<file path="src/rtl/mem_arbiter_pkg.sv">
// rtl/mem_arbiter_pkg.sv - shared types and constants for the memory arbiter
package mem_arbiter_pkg;

    typedef logic [31:0] addr_t;
    typedef logic [31:0] data_t;
    typedef logic [1:0]  len_t;

    typedef enum logic {
        OP_LD = 1'b0,
        OP_ST = 1'b1
    } op_t;

    localparam logic TRUE  = 1'b1;
    localparam logic FALSE = 1'b0;

    // addr[17:16] value that selects the IO region
    localparam logic [1:0] IO_ADDR_HI = 2'b11;

    localparam len_t LEN_BYTE = 2'b01;
    localparam len_t LEN_HALF = 2'b10;
    localparam len_t LEN_WORD = 2'b11;

    function automatic data_t len_mask(input len_t len);
        case (len)
            LEN_BYTE: len_mask = 32'h0000_00FF;
            LEN_HALF: len_mask = 32'h0000_FFFF;
            default:  len_mask = 32'hFFFF_FFFF;
        endcase
    endfunction

endpackage

</file>
<file path="src/rtl/mem_arbiter.sv">
// rtl/mem_arbiter.sv - IF/LSB arbiter in front of the byte-serial memory controller
module mem_arbiter
    import mem_arbiter_pkg::*;
#(
    parameter int STARVE_LIMIT = 4
) (
    input  logic        clk_in,
    input  logic        rst_in,
    input  logic        rdy_in,
    input  logic        clr_in,
    input  logic        io_buffer_full,
    input  logic        if_to_arb_req,
    input  addr_t       if_to_arb_pc,
    output logic        arb_to_if_done,
    output data_t       arb_to_if_inst,
    input  logic        lsb_to_arb_req,
    input  op_t         lsb_to_arb_opType,
    input  len_t        lsb_to_arb_len,
    input  addr_t       lsb_to_arb_addr,
    input  data_t       lsb_to_arb_data,
    output logic        arb_to_lsb_ld_done,
    output logic        arb_to_lsb_st_done,
    output data_t       arb_to_lsb_result,
    output logic        arb_to_mc_valid,
    output logic        arb_to_mc_wr,
    output len_t        arb_to_mc_len,
    output addr_t       arb_to_mc_addr,
    output data_t       arb_to_mc_data,
    input  logic        mc_to_arb_done,
    input  data_t       mc_to_arb_rdata
);

    typedef enum logic [1:0] {
        ST_IDLE      = 2'd0,
        ST_SERVE_IF  = 2'd1,
        ST_SERVE_LSB = 2'd2,
        ST_DISCARD   = 2'd3
    } arb_state_t;

    localparam logic [3:0] STARVE_MAX = 4'(STARVE_LIMIT);

    arb_state_t state_q, state_d;
    logic [3:0] starve_q, starve_d;
    logic       valid_q, valid_d;
    logic       wr_q, wr_d;
    len_t       len_q, len_d;
    addr_t      addr_q, addr_d;
    data_t      data_q, data_d;
    logic       if_done_q, if_done_d;
    logic       ld_done_q, ld_done_d;
    logic       st_done_q, st_done_d;
    data_t      inst_q, inst_d;
    data_t      result_q, result_d;

    logic lsb_eligible;
    logic grant_if;
    logic grant_lsb;

    // An IO store must not be issued while the UART cannot accept it
    always_comb begin
        lsb_eligible = lsb_to_arb_req &&
                       !(lsb_to_arb_opType == OP_ST &&
                         lsb_to_arb_addr[17:16] == IO_ADDR_HI &&
                         io_buffer_full);
        grant_if  = if_to_arb_req && (starve_q == STARVE_MAX || !lsb_eligible);
        grant_lsb = lsb_eligible && !grant_if;
    end

    always_comb begin
        state_d   = state_q;
        starve_d  = starve_q;
        valid_d   = valid_q;
        wr_d      = wr_q;
        len_d     = len_q;
        addr_d    = addr_q;
        data_d    = data_q;
        if_done_d = if_done_q;
        ld_done_d = ld_done_q;
        st_done_d = st_done_q;
        inst_d    = inst_q;
        result_d  = result_q;

        if (rdy_in) begin
            if_done_d = 1'b0;
            ld_done_d = 1'b0;
            st_done_d = 1'b0;

            case (state_q)
                ST_IDLE: begin
                    if (clr_in) begin
                        starve_d = 4'd0;
                    end else if (grant_if) begin
                        state_d  = ST_SERVE_IF;
                        valid_d  = 1'b1;
                        wr_d     = 1'b0;
                        len_d    = LEN_WORD;
                        addr_d   = if_to_arb_pc;
                        data_d   = '0;
                        starve_d = 4'd0;
                    end else if (grant_lsb) begin
                        state_d = ST_SERVE_LSB;
                        valid_d = 1'b1;
                        wr_d    = (lsb_to_arb_opType == OP_ST);
                        len_d   = lsb_to_arb_len;
                        addr_d  = lsb_to_arb_addr;
                        data_d  = lsb_to_arb_data;
                        if (!if_to_arb_req)
                            starve_d = 4'd0;
                        else if (starve_q != STARVE_MAX)
                            starve_d = starve_q + 4'd1;
                    end else if (!if_to_arb_req) begin
                        starve_d = 4'd0;
                    end
                end

                ST_SERVE_IF: begin
                    if (mc_to_arb_done) begin
                        valid_d = 1'b0;
                        state_d = ST_IDLE;
                        if (!clr_in) begin
                            if_done_d = 1'b1;
                            inst_d    = mc_to_arb_rdata;
                        end
                    end else if (clr_in) begin
                        state_d = ST_DISCARD;
                    end
                end

                ST_SERVE_LSB: begin
                    // A committed store always finishes, flush or not
                    if (wr_q) begin
                        if (mc_to_arb_done) begin
                            valid_d   = 1'b0;
                            state_d   = ST_IDLE;
                            st_done_d = 1'b1;
                        end
                    end else if (mc_to_arb_done) begin
                        valid_d = 1'b0;
                        state_d = ST_IDLE;
                        if (!clr_in) begin
                            ld_done_d = 1'b1;
                            result_d  = mc_to_arb_rdata & len_mask(len_q);
                        end
                    end else if (clr_in) begin
                        state_d = ST_DISCARD;
                    end
                end

                ST_DISCARD: begin
                    if (mc_to_arb_done) begin
                        valid_d = 1'b0;
                        state_d = ST_IDLE;
                    end
                end

                default: state_d = ST_IDLE;
            endcase
        end
    end

    always_ff @(posedge clk_in) begin
        if (rst_in) begin
            state_q   <= ST_IDLE;
            starve_q  <= 4'd0;
            valid_q   <= 1'b0;
            wr_q      <= 1'b0;
            len_q     <= '0;
            addr_q    <= '0;
            data_q    <= '0;
            if_done_q <= 1'b0;
            ld_done_q <= 1'b0;
            st_done_q <= 1'b0;
            inst_q    <= '0;
            result_q  <= '0;
        end else begin
            state_q   <= state_d;
            starve_q  <= starve_d;
            valid_q   <= valid_d;
            wr_q      <= wr_d;
            len_q     <= len_d;
            addr_q    <= addr_d;
            data_q    <= data_d;
            if_done_q <= if_done_d;
            ld_done_q <= ld_done_d;
            st_done_q <= st_done_d;
            inst_q    <= inst_d;
            result_q  <= result_d;
        end
    end

    assign arb_to_if_done     = if_done_q;
    assign arb_to_if_inst     = inst_q;
    assign arb_to_lsb_ld_done = ld_done_q;
    assign arb_to_lsb_st_done = st_done_q;
    assign arb_to_lsb_result  = result_q;
    assign arb_to_mc_valid    = valid_q;
    assign arb_to_mc_wr       = wr_q;
    assign arb_to_mc_len      = len_q;
    assign arb_to_mc_addr     = addr_q;
    assign arb_to_mc_data     = data_q;

endmodule

</file>
<file path="config.mk">
export PLATFORM = sky130hd
export DESIGN_NAME = mem_arbiter
export DESIGN_NICKNAME = d
export VERILOG_FILES = /design/src/rtl/mem_arbiter_pkg.sv /design/src/rtl/mem_arbiter.sv
export SDC_FILE = /design/constraint.sdc
export NUM_CORES = 1
export LEC_CHECK = 0
export BUFFER_PORTS_ARGS = -buffer_cell sky130_fd_sc_hd__buf_2
export CORE_ASPECT_RATIO = 0.9
export CORE_MARGIN = 1.5
export CORE_UTILIZATION = 45
export DETAILED_ROUTE_END_ITERATION = 10
export GPL_TIMING_DRIVEN = 1
export PLACE_DENSITY = 0.88
export SLEW_MARGIN = 40
export SYNTH_ARGS = -nofsm -noshare
export SYNTH_HDL_FRONTEND = slang
export SYNTH_SLANG_ARGS = --single-unit
</file>
<file path="constraint.sdc">
create_clock -name clk_in -period 2.1 [get_ports clk_in]
set_input_delay 0.42 -clock clk_in [delete_from_list [all_inputs] [get_ports clk_in]]
set_output_delay 0.42 -clock clk_in [all_outputs]
set_load 0.02 [all_outputs]
</file>
After elaboration in Yosys (flattened, before gate mapping)

Index checks and enable logic that the tools add are counted.

Flip-flop bits (word level): 141
Output and inout bits: 135
Logic and storage cells: 88

Add/subtract/negate cells: 1
Equality and inequality tests: 13
Mux-type cells: 41
Bitwise logic cells: 3
Reduce and logical (&&, ||, !) cells: 18

Operators by type and width:

| kind                                          | number |
|---|---|
| 2-to-1 mux 32 bit                             | 9 |
| one-hot mux 32 bit (2 select lines)           | 1 |
| AND 32 bit                                    | 1 |
| 2-to-1 mux 4 bit                              | 6 |
| 2-to-1 mux 2 bit                              | 9 |
| AND reduction 4 bit                           | 4 |
| 2-to-1 mux 1 bit                              | 14 |
| == test 2 bit, second input constant          | 4 |
| != test 4 x 2 -> 1 bit, second input constant | 2 |
| one-hot mux 2 bit (4 select lines)            | 1 |
| logical AND 1 bit                             | 5 |
| AND reduction 5 bit                           | 1 |
| adder 4 x 1 -> 4 bit, second input constant   | 1 |
| == test 2 x 1 -> 1 bit, second input constant | 2 |
| == test 4 x 3 -> 1 bit, second input constant | 1 |
| != test 4 x 3 -> 1 bit, second input constant | 1 |
| logical NOT 1 bit                             | 3 |
| != test 3 bit, second input constant          | 1 |
| AND reduction 3 bit                           | 1 |
| OR reduction 3 bit                            | 1 |
| logical NOT 2 bit                             | 1 |
| != test 2 x 1 -> 1 bit, second input constant | 1 |
| != test 2 bit, second input constant          | 1 |
| inverter 1 bit                                | 2 |
| 3 further kinds                               | 3 |

Depth between registers and ports, before layout

Gate-level depths: netlist of the first run.

Depth in word-level cells: 14
Depth in mapped cells: 8
Mapped depth without buffers: 6

Worst setup path after synthesis of the first run

Ideal clock, no wire load.

Path type: register -> register
Start: reg starve_q[0]
End: reg data_q[10], in the netlist arb_to_mc_data[10]
Arrival time: 1.615 ns
Slack: 0.414 ns
Stages on the path, launching flop included: 9
Cells stage by stage: dfxtp_1 inv_1 ha_1 and3b_1 o31ai_2 buf_4 buf_2 nand4_1 a21oi_1

Word-level cells in the longest chain between the ends: 7
Elaborated cells between the ends (all ways): 8
Classes of those cells: 1 x eq/ne; 1 x mux; 6 x reduce/logical

Ends and longest elaborated chain:

| what                                 | RTL line           | RTL |
|---|---|---|
| start: declaration                   | mem_arbiter.sv:43  | `logic [3:0] starve_q, starve_d;` |
| start signal: assignment             | mem_arbiter.sv:177 | `starve_q <= starve_d;` |
| == test 4 x 3 -> 1 bit (*)           | mem_arbiter.sv:65  | `grant_if = if_to_arb_req && (starve_q == STARVE_MAX \|\| !lsb_eligible);` |
| logical OR 1 bit (*)                 | mem_arbiter.sv:65  |  |
| logical AND 1 bit (*)                | mem_arbiter.sv:65  |  |
| logical NOT 1 bit                    | mem_arbiter.sv:66  | `grant_lsb = lsb_eligible && !grant_if;` |
| logical AND 1 bit                    | mem_arbiter.sv:66  |  |
| nonzero test 2 bit (no source line)  | n/a                |  |
| AND reduction 4 bit (no source line) | n/a                |  |
| end signal: assignment               | mem_arbiter.sv:182 | `data_q <= data_d;` |
| end: declaration                     | mem_arbiter.sv:48  | `data_t data_q, data_d;` |

Every way passes the cells marked *; elsewhere a longest branch is shown, timed or not.
A chain may end at the register's enable or synchronous reset.

Worst setup path after layout of the first run

Start: reg starve_q[0]
End: reg addr_q[13], in the netlist arb_to_mc_addr[13]

Word-level cells in the longest chain between the ends: 7
Elaborated cells between the ends (all ways): 8
Classes of those cells: 1 x eq/ne; 1 x mux; 6 x reduce/logical

Ends and longest elaborated chain:

| what                                 | RTL line           | RTL |
|---|---|---|
| == test 4 x 3 -> 1 bit (*)           | mem_arbiter.sv:65  |  |
| logical OR 1 bit (*)                 | mem_arbiter.sv:65  |  |
| logical AND 1 bit (*)                | mem_arbiter.sv:65  |  |
| logical NOT 1 bit                    | mem_arbiter.sv:66  |  |
| logical AND 1 bit                    | mem_arbiter.sv:66  |  |
| nonzero test 2 bit (no source line)  | n/a                |  |
| AND reduction 4 bit (no source line) | n/a                |  |
| end signal: assignment               | mem_arbiter.sv:181 | `addr_q <= addr_d;` |
| end: declaration                     | mem_arbiter.sv:47  | `addr_t addr_q, addr_d;` |

Marks and branches as above.

==> metrics.md, run 1 <==
| Metric | Value |
|---|---|
| CP Capture Type | `flip-flop` |
| Relative slew slack | `65.5%` |
| Final worst-path cycle share | `between 90% and 100%` |
| Unique masters post-synth | `46` |
| Slew at the pin closest to its max-slew limit | `0.518 ns` |
| Compound-Gate Fraction of Synth Area | `22.4%` |
| Drt first pass iters | `8` |
| Area growth syn-to-layout | `35.4%` |
| Final min period | `1.94 ns` |
| Largest net degree at the start of global routing | `72` |
| Post-Synth Simple-Gate Area | `21.0%` |
| Nets | `between 1,000 and 1,500` |
| Clock buffer count from CTS | `17` |
| Clk sinks | `about 140` |
| Status | `complete, no violations` |
| Port bufs | `roughly 270` |
| H-tree depth | `4` |
| CTS tree | `built` |
| Clk_skew | `0.00584 ns` |
| Maximum clock frequency | `0.516 GHz` |
| Ant diodes | `0` |
| CP required | `approximately 2.4 ns` |
| Crit path DAT | `2.24 ns` |
| R2r setup slk | `0.16 ns` |
| Die height | `~110 um` |
| Storage element area | `between 0.002 and 0.003 mm^2` |
| Hold Vio Cnt, Final | `0` |
| Nature of the critical path startpoint | `flip-flop` |
| Yosys reg bits | `roughly 140` |
| Vias in the first global route | `between 5,000 and 6,000` |
| Synth Area in XOR/XNOR | `less than 1%` |
| Final Max Tran Viols | `0` |
| VDD IR max | `approximately 0.55 mV` |
| Crit path kind | `reg -> reg` |
| Asr flop ratio synth | `0%` |
| Detailed Route Iter0 Violations | `482` |
| Maximum fanout along the worst path | `46` |
| Largest family of logic cells by synthesized area | `compound AO/OA/AOI/OAI gates` |
| Gpl congestion | `around 0.8` |
| Final wirelength | `17.1 mm` |
| Hold Path Class | `in -> reg` |
| Tot GR Track Use | `24.9%` |
| Post-synth EDFFs | `0` |
| HPWL after DPL | `about 12 mm` |
| Via count of the routed design | `6,064` |
| Final TNS setup | `0 ns` |
| Die W | `between 100 and 150 um` |
| Sequential element share of the synthesized area | `48.9%` |
| Fin area | `0.00781 mm^2` |
| Antenna violations before repair | `0` |
| DP Area | `0.00726 mm^2` |
| Starting Density | `45.8%` |
| WL/cell | `15.4 um` |
| Syn nets | `838` |
| CTS max path bufs | `2` |
| DRT antenna net count | `0` |
| Final setup vio count | `0` |
| Cell Chain, Critical Path | `inv_1, ha_1, and3b_1, o31ai_4, buf_12, nand2_1, a311oi_1` |
| Post-cts resize count | `0` |
| Leakage dissipation | `3.37 nW` |
| Synth warnings | `0` |
| Synthesized cell area | `0.00577 mm^2` |
| # rows | `39` |
| Worst hold slack | `0.264 ns` |
| Multiplexer share of the synthesized area | `less than 1%` |
| RSZ-0062 raised after global routing | `no` |
| Area of the die | `0.0135 mm^2` |
| I/O pin count | `about 270` |
| Post-Syn Instances | `696` |
| Number of hold buffers added after cts | `0` |
| Mapped Avg Cell Area | `8.29 um^2` |
| Filler cells | `1,053` |
| Slowest stage cell on the critical path | `dfxtp_1` |
| Max-cap viol count | `0` |
| Via density | `5.45` |
| # Post-CTS Setup Buffers | `0` |
| Share of cells above drive strength 1 | `a little over a third` |
| Clk slew on worst S/H paths | `0.06 ns` |
| Slowest stage delay, CP | `0.39 ns` |
| Core box area | `0.0126 mm^2` |
| Synth Flop Type | `dfxtp_1` |
| Footprint of the multi-input gates | `0.00259 mm^2` |
| First-pass GRT wire length | `about 27 mm` |
| Clk Latency, worst-skew pair | `0.40 ns` |
| DRC viols | `0` |
| Clock root buffer | `clkbuf_16` |
| Adder-Cell Fraction of Synth Area | `less than 1%` |
| Pwr per Cell Area | `between 800 and 900 mW/mm^2` |
| Total grt overflow | `0` |
## path summary, 6_finish.rpt
check,start,endpoint,depth (start not counted)
hold reg to reg,arb_to_if_inst[24],arb_to_if_inst[24],2
hold / removal,mc_to_arb_rdata[2],arb_to_lsb_result[2],3
setup reg to reg,starve_q[0],arb_to_mc_addr[13],7
setup / recovery,starve_q[0],arb_to_mc_addr[13],7
## per-stage QoR
| step | cells | total power [mW] | setup slack (ns) | util, % |
|---|---|---|---|---|
| CTS | 1113 | 6.59 | 0.147 | 62.1 |
| detailed placement | 1085 | 3.80 | 0.127 | 57.7 |
| global placement | 1085 | 3.79 | 0.237 | 57.7 |
| global route | 1113 | 6.82 | 0.0491 | 62.1 |
| finish | 1113 | 6.54 | 0.162 | 62.1 |
| floorplan | 696 | 3.42 | 0.414 | - |
## cells by family after synthesis
| group | Yosys count |
|---|---|
| AND/OR/NAND/NOR | 262 |
| AO/OA/AOI/OAI | 213 |
| flip-flops | 141 |
| buffers and inverters | 74 |
| adder cells (fa/ha/maj) | 3 |
| XOR/XNOR | 2 |
| multiplexers | 1 |
## synthesized netlist by cell type (7+ instances only)
| library cell | instances | share of area [%] |
|---|---|---|
| nand4_1 | 35 | 3.8 |
| a311oi_2 | 8 | 2.1 |
| nand3b_1 | 9 | 1.2 |
| o21ai_0 | 35 | 3.0 |
| nor2_1 | 7 | 0.46 |
| clkbuf_1 | 26 | 1.7 |
| a311oi_1 | 24 | 3.6 |
| dfxtp_1 | 141 | 49 |
| nand3_1 | 16 | 1.4 |
| buf_6 | 7 | 1.4 |
| nand2_1 | 176 | 11 |
| a21oi_1 | 134 | 12 |
| buf_2 | 32 | 2.8 |
## per-layer routing
metal  wire (um)  vias up  global-route usage, %  share of wire (%)
met5           0        -                      0                  0
met4         356        0                   9.15                2.1
met3        1380       26                   6.71                8.1
met2        8590      271                   43.3                 50
met1        6810     2834                   29.1                 40
li1            -     2933                      -                  -
## layout make-up
class                   count  share of cell area (%)
repair buffers            294                    20.8
inverters                   5                   0.240
flip-flops and latches    141                    36.1
clock buffers              22                    6.20
multi-input cells         481                    33.2
well taps                 164                    2.63
clock inverters             6                   0.817
## power breakdown
part | leakage (nW) | switching [mW] | internal [mW] | total, mW
clock network | 0.266 | 1.06 | 1.73 | 2.79
logic | 1.96 | 0.573 | 0.342 | 0.915
registers | 1.14 | 0.0577 | 2.78 | 2.83
## flip-flops by register name, indices dropped and copies added (netlist names)
name / count
starve_q: 4
arb_to_if_inst: 32
arb_to_lsb_ld_done: 1
arb_to_mc_len: 2
arb_to_lsb_st_done: 1
arb_to_lsb_result: 32
arb_to_mc_valid: 1
state_q: 2
arb_to_mc_addr: 32
arb_to_mc_wr: 1
arb_to_mc_data: 32
arb_to_if_done: 1
## cell usage in the layout, fill, tap and decap left out, types with 2 or more instances in the layout
| cell type | count |
|---|---|
| buf_2 | 272 |
| nand2_1 | 176 |
| dfxtp_1 | 141 |
| a21oi_1 | 134 |
| nand4_1 | 35 |
| o21ai_0 | 35 |
| a311oi_1 | 24 |
| clkbuf_16 | 17 |
| nand3_1 | 16 |
| buf_4 | 14 |
| nand3b_1 | 9 |
| a311oi_2 | 8 |
| buf_12 | 8 |
| nor2_1 | 7 |
| inv_1 | 4 |
| nand2b_1 | 4 |
| clkbuf_8 | 4 |
| ha_1 | 3 |
| xor2_1 | 2 |
| a21oi_2 | 2 |
| a221oi_1 | 2 |
| clkinv_2 | 2 |
| clkinvlp_4 | 2 |
## critical path: cells and delay by family (launching register included)
kind                       cells  cell delay [ns]
buffers and inverters          2             0.33
AOI/OAI and AO/OA              2             0.60
adders and majority gates      1             0.18
and+or+nand+nor                2             0.31
DFF                            1             0.39
Power figures use the tool's default switching activity.
==> run 2: changes to the inputs <==
--- a/config.mk
+++ b/config.mk
@@ -5,13 +5,14 @@
 export SDC_FILE = /design/constraint.sdc
 export NUM_CORES = 1
 export LEC_CHECK = 0
+export ABC_AREA = 1
 export BUFFER_PORTS_ARGS = -buffer_cell sky130_fd_sc_hd__buf_2
 export CORE_ASPECT_RATIO = 0.9
 export CORE_MARGIN = 1.5
-export CORE_UTILIZATION = 45
+export CORE_UTILIZATION = 47
 export DETAILED_ROUTE_END_ITERATION = 10
 export GPL_TIMING_DRIVEN = 1
-export PLACE_DENSITY = 0.88
+export PLACE_DENSITY = 0.9
 export SLEW_MARGIN = 40
 export SYNTH_ARGS = -nofsm -noshare
 export SYNTH_HDL_FRONTEND = slang
==> metrics.md, run 2 <==
| Metric | Value |
|---|---|
| Leakage dissipation | `3.90 nW (+16%)` |
| Commonest non-fill, non-tap cell in the layout | `buf_2` |
| CP Capture Type | `flip-flop` |
| Pwr per Cell Area | `818 mW/mm^2 (-2.3%)` |
| Relative slew slack | `61.9% (-3.6 points)` |
| Final Max Tran Viols | `0 (unchanged)` |
| Clk_skew | `0.00876 ns (+0.00292 ns)` |
| Yosys reg bits | `141 (unchanged)` |
| Clock root buffer | `clkbuf_16` |
| Worst hold endpoint | `arb_to_mc_data[27]` |
| R2R Path End | `arb_to_mc_data[6]` |
| Unique masters post-synth | `21 (-54%)` |
| Tot GR Track Use | `24.7% (-0.21 points)` |
| Hold Path Class | `in -> reg` |
| Sequential element share of the synthesized area | `47.8% (-1.2 points)` |
| Die W | `121 um (-0.95%)` |
| Nets | `1,201 (+11%)` |
| Synth Flop Type | `dfxtp_1` |
| CTS max path bufs | `2 (unchanged)` |
| CP required | `2.43 ns (+0.02 ns)` |
| Number of hold buffers added after cts | `0 (unchanged)` |
| Final min period | `1.74 ns (-0.201 ns)` |
| Slowest stage cell on the critical path | `dfxtp_1` |
| Share of the synthesized area in the top cell type | `47.8% (-1.2 points)` |
| Gpl congestion | `0.828 (+3.6%)` |
| Via density | `4.96 (-8.9%)` |
| WL/cell | `13.6 um (-12%)` |
| Core box area | `0.0122 mm^2 (-3.3%)` |
| Starting Density | `48.6% (+2.7 points)` |
| Final TNS setup | `0 ns (unchanged)` |
| Via count of the routed design | `6,120 (+0.92%)` |
| Final worst-path cycle share | `82.7% (-9.6 points)` |
| Syn nets | `946 (+13%)` |
| Maximum fanout along the worst path | `32 (-30%)` |
| Post-cts resize count | `0 (unchanged)` |
| Asr flop ratio synth | `0% (unchanged)` |
| Max-cap viol count | `0 (unchanged)` |
| RSZ-0062 raised after global routing | `no` |
| Clock buffer count from CTS | `17 (unchanged)` |
| Post-synth EDFFs | `0 (unchanged)` |
| Worst hold path depth | `3 (unchanged)` |
| Final Power | `6.53 mW (-0.15%)` |
| Die height | `109 um (-0.95%)` |
| Drt first pass iters | `5 (-3)` |
| Startpoint of the worst register-to-register path | `state_q[1]` |
| I/O pin count | `274 (unchanged)` |
| Commonest non-fill, non-tap cells in the layout | `273 x buf_2, 177 x nand2_1, 141 x dfxtp_1` |
| DRT antenna net count | `0 (unchanged)` |
| First-pass GRT wire length | `25.9 mm (-4.4%)` |
| DP Worst Slack | `0.287 ns (+0.160 ns)` |
| Crit path DAT | `2.07 ns (-0.17 ns)` |
| Slew at the pin closest to its max-slew limit | `0.571 ns (+0.0533 ns)` |
| Crit path kind | `reg -> reg` |
| Worst path bufs/invs | `4 (+2)` |
| Reg2Reg Depth | `9 (+2)` |
| Largest net degree at the start of global routing | `66 (-8.3%)` |
| Hold Vio Cnt, Final | `0 (unchanged)` |
| Slowest stage delay, CP | `0.36 ns (-0.03 ns)` |
| Cells after DPL | `1,200 (+11%)` |
| Status | `complete, no violations` |
| Final WS setup | `0.363 ns (+0.201 ns)` |
| Leading area contributor after synthesis | `dfxtp_1` |
| HPWL after DPL | `11.6 mm (+0.24%)` |
| H-tree depth | `4 (unchanged)` |
| Clk sinks | `141 (unchanged)` |
| Clk Latency, worst-skew pair | `0.41 ns (about the same)` |
| Layout Utilization | `65.6% (+3.5 points)` |
| Largest cells by area after synthesis | `dfxtp_1 48%, nand2_1 11%, a21oi_1 8.4%` |
| VDD IR max | `0.709 mV (+28%)` |
| Vias in the first global route | `5,552 (-0.82%)` |
| Synth warnings | `0 (unchanged)` |
| Count leader, synth | `nand2_1` |
| Synthesized cell area | `0.00591 mm^2 (+2.4%)` |
| Post-Syn Instances | `804 (+16%)` |
| Delay-heaviest family, CP | `buffers and inverters` |
| Hold path start | `lsb_to_arb_data[27]` |
| DRC viols | `0 (unchanged)` |
| CTS tree | `built` |
| Area growth syn-to-layout | `35.1%` |
| Mapped Avg Cell Area | `7.35 um^2 (-11%)` |
| Non-Filler Instances | `1,233 (+11%)` |
| Share of cells above drive strength 1 | `33.5% (-2.4 points)` |
| Final wirelength | `16.7 mm (-2.3%)` |
| Final setup vio count | `0 (unchanged)` |
| # Post-CTS Setup Buffers | `0 (unchanged)` |
| Detailed Route Iter0 Violations | `488 (+1.2%)` |
| Clk slew on worst S/H paths | `0.06 ns (about the same)` |
| Synth cell count leaders | `178 x nand2_1, 141 x dfxtp_1, 99 x a21oi_1` |
| Antenna violations before repair | `0 (unchanged)` |
| # rows | `38 (-2.6%)` |
| Maximum clock frequency | `0.576 GHz (+12%)` |
| Total grt overflow | `0 (unchanged)` |
| Area of the die | `0.0133 mm^2 (-1.9%)` |
| Nature of the critical path startpoint | `flip-flop` |
| Port bufs | `273 (unchanged)` |
| Cell Chain, Critical Path | `nor2_4, inv_2, nor2_8, inv_2, nor2_4, buf_12, buf_12, nand3_2, a21oi_1` |
| R2r setup slk | `0.36 ns (+0.20 ns)` |
[run 2: changes by cell type in the layout (fill, tap and decap cells not counted), moves of 24 or more]
cell | previous run | this run
nand4_1 | 35 | 2
nor2_1 | 7 | 92
nand3_2 | 0 | 31
nand3_1 | 16 | 68
inv_1 | 4 | 77
a311oi_1 | 24 | 0
a21oi_1 | 134 | 99
[run 2: cell families (layout without fill, tap and decap cells)]
kind of cell / after synthesis / after routing / share of synthesized area, %
flops: 141 / 141 / 47.8
simple gates: 378 / 378 / 29.3
buf+inv: 135 / 403 / 9.80
compound gates: 147 / 147 / 12.4
other cells: 0 / 1 / 0
fa+ha+maj: 3 / 3 / 0.635
[run 2: metrics by stage]
| step | hold slack, ns | cell area, um^2 |
|---|---|---|
| floorplan | 0.498 | 5910 |
| global route | 0.255 | 7980 |
| global placement | 0.450 | 7410 |
| finish | 0.258 | 7980 |
| detailed placement | 0.452 | 7410 |
| CTS | 0.242 | 7980 |
[run 2: final cells by class]
| cell class | instances | area [um^2] |
|---|---|---|
| Antenna cell | 1 | 2.50 |
| Clock buffer | 23 | 488 |
| Clock inverter | 9 | 85.1 |
| Multi-Input combinational cell | 528 | 2510 |
| Timing Repair Buffer | 289 | 1560 |
| Inverter | 82 | 308 |
| Sequential cell | 141 | 2820 |
| Tap cell | 160 | 200 |
| Fill cell | 1036 | 4190 |
[run 2: power breakdown]
part / switching (mW) / internal [mW]
Sequential: 0.0509 / 2.77
Clock: 1.11 / 1.75
Combinational: 0.529 / 0.310
Total: 1.69 / 4.83
[run 2: worst max-delay path by stage]
stage | startpoint | to | slack [ns] | cells after the start
floorplan | starve_q[0] | arb_to_mc_data[2] | 0.54 | 9
global placement | rdy_in | arb_to_mc_addr[0] | 0.35 | 8
detailed placement | rdy_in | arb_to_mc_data[26] | 0.29 | 9
CTS | state_q[1] | arb_to_mc_data[6] | 0.37 | 9
global route | starve_q[0] | arb_to_mc_addr[11] | 0.18 | 10
finish | state_q[1] | arb_to_mc_data[6] | 0.36 | 9
[run 2: per-layer routing]
metal  up-vias  part of all wire [%]  global-route usage (%)
li1       3080                     -                       -
met1      2757                    40                    29.3
met2       248                    50                    42.3
met3        35                   6.9                    6.12
met4         0                   2.5                    12.0
met5         -                     0                       0
[run 2: worst reg2reg max path, stage by stage, from the launching register on]
cell,delay (ns)
dfxtp_1,0.36
nor2_4,0.18
inv_2,0.09
nor2_8,0.12
inv_2,0.08
nor2_4,0.16
buf_12,0.21
buf_12,0.22
nand3_2,0.08
a21oi_1,0.16
